### config.mk
export PLATFORM = sky130hd
export DESIGN_NAME = mem_bus_arbiter
export DESIGN_NICKNAME = d
export VERILOG_FILES = /design/src/rtl/mem_bus_arbiter.sv
export SDC_FILE = /design/constraint.sdc
export NUM_CORES = 1
export LEC_CHECK = 0
export BUFFER_PORTS_ARGS = -buffer_cell sky130_fd_sc_hd__buf_2
export CORE_MARGIN = 1.5
export CORE_UTILIZATION = 50
export DETAILED_ROUTE_END_ITERATION = 12
export GPL_TIMING_DRIVEN = 1
export MAX_ROUTING_LAYER = met4
export PLACE_DENSITY = 0.85
export SETUP_SLACK_MARGIN = 0.5
export SLEW_MARGIN = 10
export SYNTH_ARGS = -nofsm -noshare
export SYNTH_HDL_FRONTEND = slang
export SYNTH_SLANG_ARGS = --single-unit
export TNS_END_PERCENT = 30
### constraint.sdc
create_clock -name clk -period 5.06 [get_ports clk]
set_input_delay 0.506 -clock clk [delete_from_list [all_inputs] [get_ports clk]]
set_output_delay 0.506 -clock clk [all_outputs]
set_load 0.01 [all_outputs]
### src/rtl/mem_bus_arbiter.sv
// Shares one external memory bus between the fetch port and the load/store port.
// Data has fixed priority over fetch; every access ends on slave ack or watchdog expiry.
module mem_bus_arbiter #(
    parameter int unsigned ADDR_W      = 32,
    parameter int unsigned DATA_W      = 32,
    parameter int unsigned TIMEOUT_CYC = 255
) (
    input  logic              clk,
    input  logic              rst,
    input  logic              flush_i,
    input  logic              if_ce_i,
    input  logic [ADDR_W-1:0] if_addr_i,
    output logic [DATA_W-1:0] if_data_o,
    output logic              if_ready_o,
    output logic              if_err_o,
    input  logic              dm_ce_i,
    input  logic              dm_we_i,
    input  logic [ADDR_W-1:0] dm_addr_i,
    input  logic [DATA_W-1:0] dm_data_i,
    input  logic [3:0]        dm_sel_i,
    output logic [DATA_W-1:0] dm_data_o,
    output logic              dm_ready_o,
    output logic              dm_err_o,
    output logic              bus_ce_o,
    output logic              bus_we_o,
    output logic [ADDR_W-1:0] bus_addr_o,
    output logic [DATA_W-1:0] bus_data_o,
    output logic [3:0]        bus_sel_o,
    input  logic [DATA_W-1:0] bus_data_i,
    input  logic              bus_ack_i,
    output logic              stallreq_o
);

    typedef enum logic [2:0] {
        IDLE    = 3'd0,
        DM_ACC  = 3'd1,
        IF_ACC  = 3'd2,
        IF_DROP = 3'd3,
        DONE    = 3'd4
    } state_t;

    localparam logic [7:0] WD_LAST = 8'(TIMEOUT_CYC - 1);

    state_t            state_q, state_d;
    logic              bus_ce_q, bus_ce_d;
    logic              bus_we_q, bus_we_d;
    logic [ADDR_W-1:0] bus_addr_q, bus_addr_d;
    logic [DATA_W-1:0] bus_data_q, bus_data_d;
    logic [3:0]        bus_sel_q, bus_sel_d;
    logic [7:0]        wd_cnt_q, wd_cnt_d;
    logic [DATA_W-1:0] if_data_q, if_data_d;
    logic [DATA_W-1:0] dm_data_q, dm_data_d;
    logic              if_ready_q, if_ready_d;
    logic              if_err_q, if_err_d;
    logic              dm_ready_q, dm_ready_d;
    logic              dm_err_q, dm_err_d;
    logic              wd_expire;

    assign wd_expire = (wd_cnt_q == WD_LAST);

    always_ff @(posedge clk or negedge rst) begin
        if (!rst) begin
            state_q    <= IDLE;
            bus_ce_q   <= 1'b0;
            bus_we_q   <= 1'b0;
            bus_addr_q <= '0;
            bus_data_q <= '0;
            bus_sel_q  <= '0;
            wd_cnt_q   <= '0;
            if_data_q  <= '0;
            dm_data_q  <= '0;
            if_ready_q <= 1'b0;
            if_err_q   <= 1'b0;
            dm_ready_q <= 1'b0;
            dm_err_q   <= 1'b0;
        end else begin
            state_q    <= state_d;
            bus_ce_q   <= bus_ce_d;
            bus_we_q   <= bus_we_d;
            bus_addr_q <= bus_addr_d;
            bus_data_q <= bus_data_d;
            bus_sel_q  <= bus_sel_d;
            wd_cnt_q   <= wd_cnt_d;
            if_data_q  <= if_data_d;
            dm_data_q  <= dm_data_d;
            if_ready_q <= if_ready_d;
            if_err_q   <= if_err_d;
            dm_ready_q <= dm_ready_d;
            dm_err_q   <= dm_err_d;
        end
    end

    always_comb begin
        state_d    = state_q;
        bus_ce_d   = bus_ce_q;
        bus_we_d   = bus_we_q;
        bus_addr_d = bus_addr_q;
        bus_data_d = bus_data_q;
        bus_sel_d  = bus_sel_q;
        wd_cnt_d   = wd_cnt_q;
        if_data_d  = if_data_q;
        dm_data_d  = dm_data_q;
        if_ready_d = 1'b0;
        if_err_d   = 1'b0;
        dm_ready_d = 1'b0;
        dm_err_d   = 1'b0;

        case (state_q)
            IDLE: begin
                if (dm_ce_i) begin
                    bus_ce_d   = 1'b1;
                    bus_we_d   = dm_we_i;
                    bus_addr_d = dm_addr_i;
                    bus_data_d = dm_data_i;
                    bus_sel_d  = dm_sel_i;
                    wd_cnt_d   = '0;
                    state_d    = DM_ACC;
                end else if (if_ce_i && !flush_i) begin
                    bus_ce_d   = 1'b1;
                    bus_we_d   = 1'b0;
                    bus_addr_d = if_addr_i;
                    bus_data_d = '0;
                    bus_sel_d  = 4'b1111;
                    wd_cnt_d   = '0;
                    state_d    = IF_ACC;
                end
            end

            DM_ACC: begin
                wd_cnt_d = wd_cnt_q + 8'd1;
                if (bus_ack_i) begin
                    bus_ce_d   = 1'b0;
                    bus_we_d   = 1'b0;
                    dm_data_d  = bus_we_q ? '0 : bus_data_i;
                    dm_ready_d = 1'b1;
                    state_d    = DONE;
                end else if (wd_expire) begin
                    bus_ce_d   = 1'b0;
                    bus_we_d   = 1'b0;
                    dm_data_d  = '0;
                    dm_ready_d = 1'b1;
                    dm_err_d   = 1'b1;
                    state_d    = DONE;
                end
            end

            IF_ACC: begin
                wd_cnt_d = wd_cnt_q + 8'd1;
                // A flushed fetch never delivers, even if the slave answers in the same cycle.
                if (flush_i) begin
                    if (bus_ack_i || wd_expire) begin
                        bus_ce_d = 1'b0;
                        state_d  = IDLE;
                    end else begin
                        state_d  = IF_DROP;
                    end
                end else if (bus_ack_i) begin
                    bus_ce_d   = 1'b0;
                    if_data_d  = bus_data_i;
                    if_ready_d = 1'b1;
                    state_d    = DONE;
                end else if (wd_expire) begin
                    bus_ce_d   = 1'b0;
                    if_data_d  = '0;
                    if_ready_d = 1'b1;
                    if_err_d   = 1'b1;
                    state_d    = DONE;
                end
            end

            IF_DROP: begin
                wd_cnt_d = wd_cnt_q + 8'd1;
                if (bus_ack_i || wd_expire) begin
                    bus_ce_d = 1'b0;
                    state_d  = IDLE;
                end
            end

            DONE: begin
                state_d = IDLE;
            end

            default: begin
                bus_ce_d = 1'b0;
                bus_we_d = 1'b0;
                state_d  = IDLE;
            end
        endcase
    end

    assign bus_ce_o   = bus_ce_q;
    assign bus_we_o   = bus_we_q;
    assign bus_addr_o = bus_addr_q;
    assign bus_data_o = bus_data_q;
    assign bus_sel_o  = bus_sel_q;
    assign if_data_o  = if_data_q;
    assign if_ready_o = if_ready_q;
    assign if_err_o   = if_err_q;
    assign dm_data_o  = dm_data_q;
    assign dm_ready_o = dm_ready_q;
    assign dm_err_o   = dm_err_q;

    assign stallreq_o = (dm_ce_i & ~dm_ready_q) | (if_ce_i & ~if_ready_q & ~flush_i);

endmodule

==> qor.csv <==
metric,value,unit
grt_pass1_vias,5165,
finish.utilization,0.691,
globalRouteMet3Util,0.0858,
warnings_from_yosys,0,
grt.met2_usage,0.429,
unique_cell_type_count_in_the_yosys_netlist,43,
cts_resized,0,
routed_wl,16000,um
synth.top_cell.area_share,0.636,
ys_top_cells_by_area,"sky130_fd_sc_hd__dfrtp_1, sky130_fd_sc_hd__a22o_1, sky130_fd_sc_hd__mux2i_1, sky130_fd_sc_hd__o21ai_0, sky130_fd_sc_hd__nand2_1",
place.gp.congestion,0.886,
core.rowCount,39,
htreeDepth,4,
critical_path_stages,4,
drv.max_cap_violation_count,0,
power.leakage,4.21,nW
syn_area_per_cell,12.8,um2
crit_path_frequent_cell,sky130_fd_sc_hd__buf_2,
grt_max_degree,105,
worst_r2r_endpoint,if_data_o[9],
skew,0.00995,ns
die_w,111,um
irDropWorstVdd,0.388,mV
tritoncts,built,
synth_top_flop_cell,sky130_fd_sc_hd__dfrtp_1,
worst_setup_path_startpoint,dm_ce_i,
mappedNetlistNets,597,
path_clk_slew,0.06,ns
placement.io_buffers,277,
core_area,0.0114,mm2
drt_pre_antenna_iters,4,
n_fill_cell,837,
globalRouteMet1Util,0.329,
nets,860,
boundaryPins,278,
route.detailed.vias_per_inst,5.61,
rrSetupSlack,2.59,ns
syn_area,0.00586,mm2
layout_worst_path_cycle_share,0.490,
drv_slew,0,
globalRoute.busiestLayer,met2,
final_setup_violation_count,0,
post_cts_buffers,0,
drt_drc_violations_left,0,
vias,4939,
rr_startpoint,state_q[2],
ctsHoldBuffers,0,
yosysSeqAreaShare,0.636,
routed_wire_length_per_instance,18.2,um
synth_async_sr_flop_share,1.00,
syn_inst,456,
tightest_slew,1.23,ns
worstRegToRegCells,3,
crit_path_max_incr_delay,0.80,ns
run_status,"complete, no violations",
cell_with_the_biggest_individual_delay_on_the_critical_path,sky130_fd_sc_hd__buf_2,
sinks_on_clock_net,149,
synth-edff-count,0,
post-route-min-period,2.48,ns
fp.dieH,111,um
grt_usage,0.273,
arrival,1.97,ns
clock_tree.buffer_depth,2,
relSlewSlack,0.177,
critical_path.startpoint_type,input port,
timing_hold_violations_final,0,
drive_gt1_frac,0.433,
critPathBufInv,3,
clock_insertion_delay_worst_skew,0.41,ns
start_util,0.513,
grt_overflow_total,0,
post-synth-top-area-cell,sky130_fd_sc_hd__dfrtp_1,
crit_path_capture,stallreq_o,
worst_setup_path_end_kind,output port,
drt_iter0_drc,517,
hp-class,input port to asynchronous set/reset pin,
critical-path-top-delay-family,buffers and inverters,
path_cells,buf_2 > inv_1 > o22ai_1 > buf_2,
antenna_found_initial,5,
dp_hpwl,11100,um
floorplan.die_area,0.0124,mm2
fmax,403,MHz
timing.critical_path.fanout_max,38,
cts_root_buf,sky130_fd_sc_hd__clkbuf_16,
unrepaired_setup_endpoints_after_global_routing,false,
cts_buffers,17,
power-per-cell-area,617,mW/mm2
worst-endpoint-required,4.55,ns
setup.worst_path.class,input port to output port,
yosys-top-cells-count,"sky130_fd_sc_hd__dfrtp_1, sky130_fd_sc_hd__a22o_1, sky130_fd_sc_hd__nand2_1",
final.setup.tns,0,ns
grt_first_pass_wirelength,25700,um
synthMostInstantiatedCell,sky130_fd_sc_hd__dfrtp_1,
route.antenna.remaining_nets,0,
area_growth,34.6,%
ys_seq_elements,149,
[routing by layer]
layer,vias to the layer above,routed length (um)
li1,2223,-
met4,0,333
met1,2435,6410
met2,254,7950
met5,-,0
met3,27,1300
[worst register-to-register path: stages (launching register included)]
cell and delay (ns):
sky130_fd_sc_hd__dfrtp_1 0.57, sky130_fd_sc_hd__nor4b_1 0.47, sky130_fd_sc_hd__nand2_1 0.79, sky130_fd_sc_hd__a22o_1 0.52
[worst min path at each step]
| stage | cells after the start | endpoint | slack [ns] |
|---|---|---|---|
| floorplan | 0 | bus_addr_o[0] | 0.21 |
| global placement | 2 | bus_addr_o[4] | 0.46 |
| detailed placement | 2 | bus_addr_o[24] | 0.47 |
| CTS | 1 | if_data_o[29] | 0.23 |
| global route | 1 | if_data_o[29] | 0.26 |
| finish | 1 | if_data_o[29] | 0.20 |
[state kept, by name, summed over array words and instances (netlist names), 3 cells and up]
name	flops
bus_addr_o	32
bus_data_o	32
dm_data_o	32
if_data_o	32
wd_cnt_q	8
bus_sel_o	4
state_q	3
[metrics by stage]
step / hold slack [ns] / worst slack, ns / power, mW / instances / cell area [um2]
after CTS: 0.226 / 2.53 / 4.89 / 875 / 7870
final: 0.195 / 2.58 / 4.87 / 880 / 7890
after detailed placement: 0.467 / 2.27 / 3.64 / 843 / 7280
after global routing: 0.263 / 2.37 / 5.14 / 880 / 7890
after floorplan: 0.210 / 3.42 / 2.90 / 456 / 5860
after global placement: 0.457 / 2.47 / 3.55 / 843 / 7280
[logic make-up after synthesis]
group / share of synthesized area
adders and majority gates: 0.00427
DFF: 0.636
and+or+nand+nor: 0.0596
AOI/OAI and AO/OA: 0.208
muxes: 0.0581
buffers and inverters: 0.0337
[cell type report]
type	count	area [um2]	area share
inverter	4	15.0	0.00190
multi-input combinational	267	1950	0.247
clock inverter	8	97.6	0.0124
timing repair buffer	280	1420	0.179
antenna	5	12.5	0.00159
clock buffer	24	492	0.0623
tap	143	179	0.0227
sequential	149	3730	0.473
[where the power goes]
part	switching [mW]	internal [mW]	leakage (nW)
clock network	0.462	0.776	0.282
logic	0.887	0.751	2.03
registers	0.313	1.68	1.89
total	1.66	3.21	4.21
[cell usage in the layout (no fill, tap or decap), types with 2 or more instances in the layout]
| cell type | n |
|---|---|
| sky130_fd_sc_hd__o22ai_1 | 2 |
| sky130_fd_sc_hd__ha_1 | 2 |
| sky130_fd_sc_hd__nand2_1 | 45 |
| sky130_fd_sc_hd__nor2_1 | 5 |
| sky130_fd_sc_hd__o22a_1 | 4 |
| sky130_fd_sc_hd__o31ai_1 | 3 |
| sky130_fd_sc_hd__nor3_1 | 3 |
| sky130_fd_sc_hd__mux2i_1 | 34 |
| sky130_fd_sc_hd__diode_2 | 5 |
| sky130_fd_sc_hd__clkbuf_1 | 3 |
| sky130_fd_sc_hd__o21ai_0 | 35 |
| sky130_fd_sc_hd__nand3_1 | 2 |
| sky130_fd_sc_hd__dfrtp_1 | 149 |
| sky130_fd_sc_hd__a21oi_1 | 5 |
| sky130_fd_sc_hd__clkbuf_16 | 17 |
| sky130_fd_sc_hd__nand4_1 | 2 |
| sky130_fd_sc_hd__bufinv_16 | 2 |
| sky130_fd_sc_hd__o211ai_1 | 3 |
| sky130_fd_sc_hd__buf_2 | 276 |
| sky130_fd_sc_hd__a22o_1 | 96 |
| sky130_fd_sc_hd__a31o_2 | 2 |
| sky130_fd_sc_hd__and2_2 | 2 |
| sky130_fd_sc_hd__clkinv_2 | 3 |
| sky130_fd_sc_hd__inv_1 | 4 |
| sky130_fd_sc_hd__buf_4 | 3 |
| sky130_fd_sc_hd__or4_1 | 2 |
| sky130_fd_sc_hd__clkinvlp_4 | 3 |
| sky130_fd_sc_hd__clkbuf_8 | 4 |
(Power assumes the default switching activity.)
